**config.mk**
```make
export PLATFORM = sky130hd
export DESIGN_NAME = core_lsu
export DESIGN_NICKNAME = d
export VERILOG_FILES = /design/src/rtl/core_lsu.sv
export SDC_FILE = /design/constraint.sdc
export NUM_CORES = 1
export LEC_CHECK = 0
export ABC_CLOCK_PERIOD_IN_PS = 3800
export BUFFER_PORTS_ARGS = -buffer_cell sky130_fd_sc_hd__buf_2
export CAP_MARGIN = 20
export CELL_PAD_IN_SITES_DETAIL_PLACEMENT = 0
export CELL_PAD_IN_SITES_GLOBAL_PLACEMENT = 1
export CORE_MARGIN = 4
export CORE_UTILIZATION = 37
export DETAILED_ROUTE_END_ITERATION = 16
export GPL_ROUTABILITY_DRIVEN = 0
export PLACE_DENSITY_LB_ADDON = 0.1
export SYNTH_ARGS = -nofsm -noshare
export SYNTH_HDL_FRONTEND = slang
export SYNTH_SLANG_ARGS = --single-unit
```
**constraint.sdc**
```tcl
create_clock -name clk_i -period 3.8 [get_ports clk_i]
set_clock_uncertainty 0.15 [all_clocks]
set_input_delay 0.38 -clock clk_i [delete_from_list [all_inputs] [get_ports clk_i]]
set_output_delay 0.38 -clock clk_i [all_outputs]
set_load 0.01 [all_outputs]
```
**src/rtl/core_lsu.sv**
```systemverilog
// Load/store unit: turns a LOAD/STORE issue into a single valid/ready bus request with a
// separate response phase, then aligns and extends returned load data.
module core_lsu #(
    parameter int unsigned XLEN   = 32,
    parameter int unsigned ADDR_W = 32
) (
    input  logic              clk_i,
    input  logic              rst_i,
    input  logic              c_cmem_i,
    input  logic [6:0]        opcode_i,
    input  logic [2:0]        funct3_i,
    input  logic [XLEN-1:0]   reg_rdata1_i,
    input  logic [XLEN-1:0]   imm_i,
    input  logic [XLEN-1:0]   reg_rdata2_i,
    output logic              busy_o,
    output logic              done_o,
    output logic [1:0]        fault_o,
    output logic [XLEN-1:0]   load_data_o,
    output logic [ADDR_W-1:0] dmem_addr_o,
    output logic [XLEN-1:0]   dmem_wdata_o,
    output logic [XLEN/8-1:0] dmem_strb_o,
    output logic              dmem_we_o,
    output logic              dmem_valid_o,
    input  logic              dmem_ready_i,
    input  logic              dmem_rvalid_i,
    input  logic              dmem_err_i,
    input  logic [XLEN-1:0]   dmem_rdata_i
);
    localparam int unsigned NB   = XLEN / 8;
    localparam int unsigned OffW = $clog2(NB);
    localparam logic [6:0] OpLoad  = 7'b0000011;
    localparam logic [6:0] OpStore = 7'b0100011;

    typedef enum logic [1:0] {StIdle, StReq, StResp, StDone} state_e;

    state_e            state_q;
    logic              valid_q, we_q, done_q, is_load_q, uns_q;
    logic [1:0]        fault_q, size_q;
    logic [OffW-1:0]   off_q;
    logic [ADDR_W-1:0] addr_q;
    logic [XLEN-1:0]   wdata_q, load_data_q;
    logic [NB-1:0]     strb_q;

    // Accept-time decode
    logic [XLEN-1:0]   sum;
    logic [ADDR_W-1:0] ea;
    logic [OffW-1:0]   ea_off;
    logic [3:0]        nbytes;
    logic [NB-1:0]     size_mask;
    logic              is_load, is_store, illegal, misaligned;

    always_comb begin
        sum      = reg_rdata1_i + imm_i;
        ea       = sum[ADDR_W-1:0];
        ea_off   = ea[OffW-1:0];
        is_load  = (opcode_i == OpLoad);
        is_store = (opcode_i == OpStore);
        nbytes   = 4'd1 << funct3_i[1:0];
        for (int i = 0; i < NB; i++) begin
            size_mask[i] = (i < int'(nbytes));
        end
        if (is_load) begin
            illegal = (funct3_i == 3'd7) ||
                      ((XLEN == 32) && ((funct3_i == 3'd3) || (funct3_i == 3'd6)));
        end else begin
            illegal = funct3_i[2] || ((XLEN == 32) && (funct3_i == 3'd3));
        end
        // Only meaningful for legal sizes, which never exceed the bus width
        misaligned = (ea_off & OffW'(nbytes - 4'd1)) != '0;
    end

    // Response-time load alignment and extension
    logic [XLEN-1:0] rshift, load_ext;
    logic [3:0]      nb_q;
    logic            sign;

    always_comb begin
        rshift = dmem_rdata_i >> {off_q, 3'b000};
        nb_q   = 4'd1 << size_q;
        unique case (size_q)
            2'd0:    sign = rshift[7];
            2'd1:    sign = rshift[15];
            2'd2:    sign = rshift[31];
            default: sign = rshift[XLEN-1];
        endcase
        for (int i = 0; i < NB; i++) begin
            load_ext[8*i +: 8] = (i < int'(nb_q)) ? rshift[8*i +: 8] : {8{sign & ~uns_q}};
        end
    end

    always_ff @(posedge clk_i or posedge rst_i) begin
        if (rst_i) begin
            state_q     <= StIdle;
            valid_q     <= 1'b0;
            we_q        <= 1'b0;
            done_q      <= 1'b0;
            is_load_q   <= 1'b0;
            uns_q       <= 1'b0;
            fault_q     <= 2'd0;
            size_q      <= 2'd0;
            off_q       <= '0;
            addr_q      <= '0;
            wdata_q     <= '0;
            strb_q      <= '0;
            load_data_q <= '0;
        end else begin
            done_q <= 1'b0;
            unique case (state_q)
                StIdle: begin
                    if (c_cmem_i && (is_load || is_store)) begin
                        off_q     <= ea_off;
                        size_q    <= funct3_i[1:0];
                        uns_q     <= funct3_i[2];
                        is_load_q <= is_load;
                        if (illegal || misaligned) begin
                            fault_q <= illegal ? 2'd2 : 2'd1;
                            done_q  <= 1'b1;
                            state_q <= StDone;
                        end else begin
                            fault_q <= 2'd0;
                            valid_q <= 1'b1;
                            addr_q  <= ea;
                            wdata_q <= reg_rdata2_i << {ea_off, 3'b000};
                            strb_q  <= size_mask << ea_off;
                            we_q    <= is_store;
                            state_q <= StReq;
                        end
                    end
                end
                StReq: begin
                    if (dmem_ready_i) begin
                        valid_q <= 1'b0;
                        state_q <= StResp;
                    end
                end
                StResp: begin
                    if (dmem_rvalid_i) begin
                        done_q  <= 1'b1;
                        state_q <= StDone;
                        if (dmem_err_i) begin
                            fault_q <= 2'd3;
                        end else if (is_load_q) begin
                            load_data_q <= load_ext;
                        end
                    end
                end
                StDone:  state_q <= StIdle;
                default: state_q <= StIdle;
            endcase
        end
    end

    assign busy_o       = (state_q != StIdle);
    assign done_o       = done_q;
    assign fault_o      = fault_q;
    assign load_data_o  = load_data_q;
    assign dmem_addr_o  = addr_q;
    assign dmem_wdata_o = wdata_q;
    assign dmem_strb_o  = strb_q;
    assign dmem_we_o    = we_q;
    assign dmem_valid_o = valid_q;
endmodule

```
==> impl_metrics.json, run 1 <==
{
  "die_h_um": 147,
  "synth-warning-count": 0,
  "tightest_slew_ns": 0.974,
  "hp-start": "dmem_ready_i",
  "numCtsBuffers": 17,
  "p_leak_nw": 4.75,
  "grt_overflow_total": 0,
  "r2r-start": "off_q[1]",
  "dieArea_um2": 21700,
  "drt_iter0_markers": 339,
  "async_flop_share_pct": 100,
  "synth_seq_area_share_pct": 39.5,
  "cp_data_arrival_time_ns": 2.99,
  "ys_ff_latch": 113,
  "critPathLaunchType": "flip-flop",
  "drtAntennaViolNets": 0,
  "grt_first_pass_wirelength_mm": 35.8,
  "cts_buffer_depth": 2,
  "synth_edf_count": 0,
  "hold_viol": 0,
  "rsz0062_at_grt": "no",
  "clk_pin_slew_worst_paths_ns": 0.05,
  "routed_via_density": 5.07,
  "coreArea_um2": 18900,
  "drt_pass1_iterations": 6,
  "maxCapViolations": 0,
  "fin_crit_ns": 2.82,
  "nFillCells": 1940,
  "port_buffers": 249,
  "setup_viol": 0,
  "vias": 6967,
  "crit_required_ns": 3.97,
  "cts_hold_buf": 1,
  "clk_latency_ns": 0.41,
  "place_inst": 1338,
  "grt_usage_pct": 20.5,
  "cts_root_buffer": "clkbuf_16",
  "syn_area_um2": 7170,
  "hold_path.class": "in -> reg",
  "post-cts-setup-buffer-count": 0,
  "finalSetupTns_ns": 0,
  "clock.fmax_ghz": 0.355,
  "finalNetCount": 1280,
  "layoutNonFillerInstCount": 1373,
  "cts_sinks": 113,
  "grt_pass1_vias": 6775,
  "period_share_pct": 74.1,
  "hpwl_mm": 17.3,
  "status": "complete, no violations",
  "grt_max_degree": 68,
  "routed_wl_mm": 22.7,
  "drcViolationCount": 0,
  "cts_resized": 0,
  "ios": 250,
  "endpoint_kind": "flip-flop",
  "synthCells": 866,
  "antenna_found_initial": 2,
  "syn_nets": 1047,
  "row_count": 50,
  "syn-mean-instance-area_um2": 8.28,
  "maxSlewHeadroom_pct": 35.1,
  "drive_gt1_share_pct": 28.4,
  "die_w_um": 147,
  "slew_violations": 0,
  "cts_tree": "done",
  "synth_cell_types": 60,
  "criticalPathCategory": "reg -> reg",
  "synth_ff_type": "dfrtp_1",
  "syn_to_final_growth_pct": 29.0,
  "routedWlPerCell_um": 16.5,
  "p_per_area_nw_per_um2": 439,
  "peakVddDrop_mv": 0.269,
  "crit_fanout": 16,
  "h-tree-depth": 4,
  "initial_core_util_pct": 37.9,
  "crit_start": "off_q[1]"
}
==> cells in the final DEF (no fill, tap or decap), types with 15 or more instances in the layout <==
cell / synthesis / routed
a21oi_1: 89 / 89
buf_2: 6 / 249
clkbuf_16: 0 / 17
dfrtp_1: 113 / 113
ha_1: 36 / 36
inv_1: 23 / 22
mux2i_1: 31 / 31
nand2_1: 177 / 177
nand3_1: 17 / 17
nor2_1: 39 / 39
nor2b_1: 15 / 15
o21ai_0: 113 / 113
xor2_1: 15 / 15
==> cell families (layout without fill, tap and decap cells) <==
family	count (synthesis)	after routing	share of synthesized area, %
AO/OA/AOI/OAI	280	280	22.8
XOR/XNOR	26	26	3.18
adder cells (fa/ha/maj)	37	37	6.56
buffers and inverters	75	321	4.14
flip-flops	113	113	39.5
multiplexers	41	41	5.90
other	0	1	0
AND/OR/NAND/NOR	294	294	17.9
==> worst paths after layout <==
check,cells past startpoint,to,slack (ns)
worst max-delay path,7,load_data_o[30],0.98
worst min-delay path,2,dmem_valid_o,0.02
worst max register to register,7,load_data_o[30],0.98
worst min register to register,2,dmem_wdata_o[7],0.31
max in group asynchronous,4,load_data_o[2],2.24
min in group asynchronous,3,dmem_wdata_o[14],0.45
==> worst max-delay path, stage by stage (launching register included) <==
cell and delay, ns:
dfrtp_1 0.70, mux2i_1 0.18, nand2_1 0.09, o21ai_0 0.16, nor2b_1 0.21, a2111oi_4 0.89, a21oi_1 0.14, o21ai_0 0.20
==> state kept, by name, indices dropped and copies added (netlist names), 2 cells and up <==
name	count
state_q	2
dmem_addr_o	32
dmem_wdata_o	32
size_q	2
load_data_o	32
dmem_strb_o	4
off_q	2
fault_o	2
==> per-stage QoR <==
| step | area, um^2 | setup WS [ns] | hold WS [ns] | power, mW | utilization [%] |
|---|---|---|---|---|---|
| 2_1_floorplan | 7170 | 0.283 | 0.300 | 2.14 | - |
| 6_report | 9250 | 0.983 | 0.0209 | 4.06 | 48.9 |
| 5_1_grt | 9250 | 0.717 | 0.0196 | 4.32 | 48.9 |
| 4_1_cts | 9240 | 1.00 | 0.00358 | 4.11 | 48.9 |
| 3_3_place_gp | 8670 | 0.750 | 0.297 | 2.55 | 45.9 |
| 3_5_place_dp | 8670 | 0.706 | 0.302 | 2.55 | 45.9 |
==> cells in the mapped netlist, drive strengths merged, types with 13 or more instances <==
cell type,instances,area [um^2]
nand3,17,85.1
mux2i,31,310
clkbuf,36,135
nor2,39,146
ha,36,450
nand4,13,81.3
a21oi,90,454
xor2,15,131
inv,23,86.3
dfrtp,113,2830
nand2,177,664
o31ai,13,97.6
o21ai,114,571
a211oi,14,105
nor2b,15,93.8
buf,16,75.1
==> area by class of cell <==
class                      count  area, um^2  share of cell area, %
multi-input combinational    678        4050                   43.8
sequential                   113        2830                   30.6
timing repair buffer         266        1390                   15.0
clock buffer                  20         447                   4.83
tap                          260         325                   3.52
clock inverter                12         116                   1.26
inverter                      23        88.8                  0.961
antenna                        1        2.50                 0.0271
==> per-layer routing <==
metal	wire [um]	track usage [%]	vias to the layer above	part of all wire [%]
li1	-	-	3530	-
met1	10200	27.3	3188	45
met2	10700	33.9	224	47
met3	1390	4.47	23	6.1
met4	287	5.41	2	1.3
met5	8	0	-	0.035
==> where the power goes <==
part / total, mW / internal (mW) / switching, mW
registers: 1.38 / 1.32 / 0.0683
logic: 1.14 / 0.462 / 0.680
clock network: 1.53 / 0.971 / 0.560
total: 4.06 / 2.75 / 1.31
Power figures use the tool's default switching activity.
==> run 2, diff against run 1 <==
ABC_CLOCK_PERIOD_IN_PS = 2300   (was 3800)
CORE_UTILIZATION = 33   (was 37)
clock period = 2.3 ns   (was 3.8 ns; I/O delays follow)
==> impl_metrics.json, run 2 (same netlist as run 1, synthesis figures left out) <==
{
  "seq_power_share_pct": 31.4,
  "cts_sinks": 113,
  "endpoint_kind": "flip-flop",
  "grt_usage_pct": 19.7,
  "tightest_slew_ns": 0.447,
  "crit_start": "funct3_i[0]",
  "drtAntennaViolNets": 0,
  "grt_first_pass_wirelength_mm": 38.2,
  "power_switching_mw": 2.32,
  "criticalPathCategory": "in -> reg",
  "hpwl_mm": 18.8,
  "critPathLaunchType": "input pin",
  "r2r-end": "dmem_addr_o[23]",
  "holdPathStages": 3,
  "fin_crit_ns": 2.23,
  "cts_buffer_depth": 2,
  "crit_fanout": 5,
  "ios": 250,
  "mostFrequentLayoutCell": "buf_2",
  "finalNetCount": 1420,
  "routed_wl_mm": 24.3,
  "hp-start": "reg_rdata2_i[11]",
  "grt_overflow_total": 0,
  "rsz0062_at_grt": "yes",
  "die_w_um": 155,
  "syn_to_final_growth_pct": 47.9,
  "h-tree-depth": 4,
  "pwr-share-clk_pct": 37.4,
  "antenna_found_initial": 0,
  "clk_pin_slew_worst_paths_ns": 0.06,
  "place_inst": 1467,
  "layoutNonFillerInstCount": 1527,
  "clk_latency_ns": 0.41,
  "dieArea_um2": 24100,
  "p_per_area_nw_per_um2": 686,
  "clock.fmax_ghz": 0.449,
  "drt_iter0_markers": 392,
  "grt_max_degree": 67,
  "hold_path.class": "in -> reg",
  "drt_pass1_iterations": 4,
  "routed_via_density": 4.87,
  "coreArea_um2": 21200,
  "cts_tree": "done",
  "initial_core_util_pct": 33.8,
  "mostFrequentLayoutCells": "buf_2, nand2_1, buf_4",
  "drcViolationCount": 0,
  "row_count": 53,
  "cp_data_arrival_time_ns": 2.43,
  "maxCapViolations": 0,
  "setup_viol": 0,
  "nFillCells": 2146,
  "p_leak_nw": 5.48,
  "routedWlPerCell_um": 15.9,
  "vias": 7429,
  "peakVddDrop_mv": 0.425,
  "period_share_pct": 96.8,
  "switching_share_pct": 31.9,
  "cts_root_buffer": "clkbuf_16",
  "intPower_mw": 4.95,
  "crit_required_ns": 2.51,
  "grt_pass1_vias": 7346,
  "hold_viol": 0,
  "rrSetupSlack_ns": 0.18,
  "drive_gt1_share_pct": 35.6,
  "p_comb_share_pct": 31.1,
  "port_buffers": 249,
  "num_antenna_cells": 0,
  "numCtsBuffers": 17,
  "slew_violations": 0,
  "ff2ff_path_depth": 6,
  "total_power_mw": 7.27,
  "hold_path_end": "dmem_wdata_o[19]",
  "die_h_um": 155,
  "status": "complete, no violations",
  "r2r-start": "state_q[0]",
  "maxSlewHeadroom_pct": 70.2,
  "holdWs_ns": 0.0100
}
run 2: changes by cell type in the layout (fill, tap and decap cells not counted), moves of 4 or more:
cell,before,now
buf_12,1,7
buf_4,14,122
dlygate4sd3_1,1,26
clkinv_2,8,3
clkinvlp_4,1,5
run 2: layout make-up:
type / instances / area [um^2] / area share, %
Multi-Input combinational cell: 679 / 4160 / 39.2
Sequential cell: 113 / 2830 / 26.7
Inverter: 23 / 90.1 / 0.850
Clock buffer: 19 / 443 / 4.18
Tap cell: 275 / 344 / 3.25
Clock inverter: 13 / 161 / 1.52
Timing Repair Buffer: 405 / 2570 / 24.3
run 2: what timing repair did:
item | in CTS | in global routing
setup buffers | 0 | 1
endpoints found under the hold margin | 139 | 0
resized for setup | 0 | 7
hold buffers | 26 | 0
setup endpoints to repair | 12 | 32
cloned | 0 | 1
pin swaps | 1 | 1
run 2: worst max-delay path: stages:
cell and delay, ns:
buf_2 0.09, dlygate4sd3_1 0.54, buf_4 0.12, nand2b_1 0.07, ha_1 0.29, o2bb2ai_2 0.08, or3_4 0.39, or4_1 0.53
nand3_2 0.08
run 2: power groups by stage:
stage          combinational [mW]  clock (mW)  sequential [mW]
2_1_floorplan                1.19           0             2.37
4_1_cts                      2.25        2.80             2.28
3_5_place_dp                 2.21           0             2.32
5_1_grt                      2.55        2.89             2.31
6_report                     2.26        2.72             2.28
3_3_place_gp                 2.19           0             2.31
run 2: layer usage:
metal  global-route usage, %  vias to the layer above  share of wire, %
li1                        -                     3817                 -
met1                    26.4                     3400                46
met2                    32.3                      187                48
met3                    4.01                       25               5.3
met4                    5.67                        0               1.3
met5                       0                        -                 0
run 2: per-stage QoR:
step	util, %	TNS, ns	cell area [um^2]	worst slack [ns]
5_1_grt	49.9	-0.0161	10600	-0.0144
3_3_place_gp	45.6	-3.55	9670	-0.294
6_report	49.9	0	10600	0.0742
4_1_cts	49.6	0	10500	0.0347
3_5_place_dp	45.6	-4.09	9670	-0.295
2_1_floorplan	-	-0.00824	7260	-0.00824
run 2: worst max path at each step:
| stage | endpoint | cells after the start |
|---|---|---|
| global placement | dmem_addr_o[30] | 12 |
| floorplan | dmem_addr_o[28] | 10 |
| finish | dmem_addr_o[23] | 9 |
| detailed placement | dmem_addr_o[30] | 12 |
| CTS | load_data_o[27] | 6 |
| global route | dmem_addr_o[23] | 9 |
==> run 3, diff against run 2 <==
ABC_CLOCK_PERIOD_IN_PS = 2700   (was 2300)
CORE_ASPECT_RATIO = 0.75   (was not set)
CORE_UTILIZATION = 39   (was 33)
clock period = 2.7 ns   (was 2.3 ns; I/O delays follow)
==> impl_metrics.json, run 3 (same netlist as run 1, synthesis figures left out) <==
{
  "status": "complete, no violations",
  "cts_buffer_depth": 2,
  "maxCapViolations": 0,
  "grt_usage_pct": 21.7,
  "finalSetupTns_ns": 0,
  "grt_overflow_total": 0,
  "die_h_um": 125,
  "maxSlewHeadroom_pct": 59.8,
  "clk_latency_ns": 0.41,
  "peakVddDrop_mv": 0.387,
  "routedWlPerCell_um": 16.0,
  "nFillCells": 1751,
  "initial_core_util_pct": 40.2,
  "drive_gt1_share_pct": 30.3,
  "cts_root_buffer": "clkbuf_16",
  "period_share_pct": 93.3,
  "num_antenna_cells": 0,
  "post-cts-setup-buffer-count": 0,
  "fin_crit_ns": 2.52,
  "cts_tree": "done",
  "grt_max_degree": 99,
  "fin_ws_ns": 0.182,
  "finalNetCount": 1329,
  "ios": 250,
  "hold_path.class": "in -> reg",
  "mostFrequentLayoutCells": "buf_2, nand2_1, o21ai_0, dfrtp_1, a21oi_1",
  "cts_resized": 0,
  "clk_pin_slew_worst_paths_ns": 0.06,
  "seqCellArea_um2": 2830,
  "p_per_area_nw_per_um2": 619,
  "hpwl_mm": 17.4,
  "endpoint_kind": "flip-flop",
  "mostFrequentLayoutCell": "buf_2",
  "cp_data_arrival_time_ns": 2.67,
  "drcViolationCount": 0,
  "h-tree-depth": 4,
  "vias": 7102,
  "crit_required_ns": 2.85,
  "criticalPathCategory": "in -> reg",
  "tightest_slew_ns": 0.597,
  "die_w_um": 165,
  "grt_first_pass_wirelength_mm": 35.9,
  "antenna_found_initial": 0,
  "dp_slack_ns": -0.0756,
  "dieArea_um2": 20600,
  "drt_iter0_markers": 423,
  "rsz0062_at_grt": "no",
  "multiInputGateArea_um2": 4050,
  "coreArea_um2": 17800,
  "slew_violations": 0,
  "row_count": 42,
  "p_leak_nw": 5.00,
  "numCtsBuffers": 17,
  "clock.fmax_ghz": 0.397,
  "hold_viol": 0,
  "critPathLaunchType": "input pin",
  "drtAntennaViolNets": 0,
  "cts_sinks": 113,
  "routed_via_density": 5.07,
  "grt_pass1_vias": 6873,
  "routed_wl_mm": 22.5,
  "crit_fanout": 15,
  "cts_hold_buf": 15,
  "syn_to_final_growth_pct": 35.3,
  "port_buffers": 249,
  "drt_pass1_iterations": 4,
  "setup_viol": 0
}
run 3: changes by cell type in the layout (fill, tap and decap cells not counted), moves of 2 or more:
cell,previous run,this run
o21ai_1,3,1
ha_1,34,36
ha_4,2,0
o31ai_1,11,13
dlygate4sd3_1,26,15
a21oi_2,3,1
clkinvlp_4,5,3
o21ai_0,111,113
buf_12,7,2
buf_4,122,48
clkbuf_8,1,5
a21oi_1,87,89
o31ai_2,2,0
run 3: per-layer routing:
| layer | track usage, % | routed length [um] |
|---|---|---|
| met1 | 31.4 | 10900 |
| met2 | 33.0 | 9810 |
| met3 | 4.64 | 1410 |
| met4 | 5.87 | 341 |
| met5 | 0 | 0 |
run 3: power by group:
group          internal, mW  leakage [nW]  total, mW  switching, mW
sequential             1.85          1.56       1.94         0.0915
clock                  1.56         0.304       2.35          0.787
combinational         0.723          3.13       1.71          0.984
run 3: stage by stage:
stage	util [%]	hold WS, ns	total power [mW]	area [um^2]	std cells
CTS	54.4	0.000766	6.06	9700	1402
floorplan	-	0.224	3.01	7170	866
finish	54.4	0.0200	6.00	9700	1402
detailed placement	50.1	0.141	3.66	8920	1356
global route	54.4	0.0146	6.37	9700	1402
global placement	50.1	0.131	3.65	8920	1355
run 3: path summary, 6_finish.rpt:
kind | start | end | slack (ns) | cells past startpoint
min in group asynchronous | rst_i | dmem_addr_o[7] | 0.25 | 3
hold reg to reg | dmem_wdata_o[1] | dmem_wdata_o[1] | 0.31 | 2
setup / recovery | funct3_i[1] | dmem_addr_o[30] | 0.18 | 9
hold / removal | reg_rdata2_i[10] | dmem_wdata_o[18] | 0.02 | 3
max in group asynchronous | rst_i | dmem_wdata_o[29] | 1.30 | 4
setup reg to reg | state_q[0] | dmem_addr_o[30] | 0.36 | 7
run 3: layout make-up:
cell class,instances,area share (%)
flip-flops and latches,113,29.2
clock buffers,22,5.10
inverters,23,0.929
multi-input cells,678,41.8
repair buffers,315,18.6
clock inverters,9,1.33
well taps,242,3.12
run 3: worst max-delay path, stage by stage:
cell and delay [ns]:
dlygate4sd3_1 0.56, buf_2 0.17, or2_1 0.25, ha_1 0.29
o2bb2ai_1 0.07, or3_4 0.47, buf_4 0.22, and2_1 0.16
a31o_2 0.20
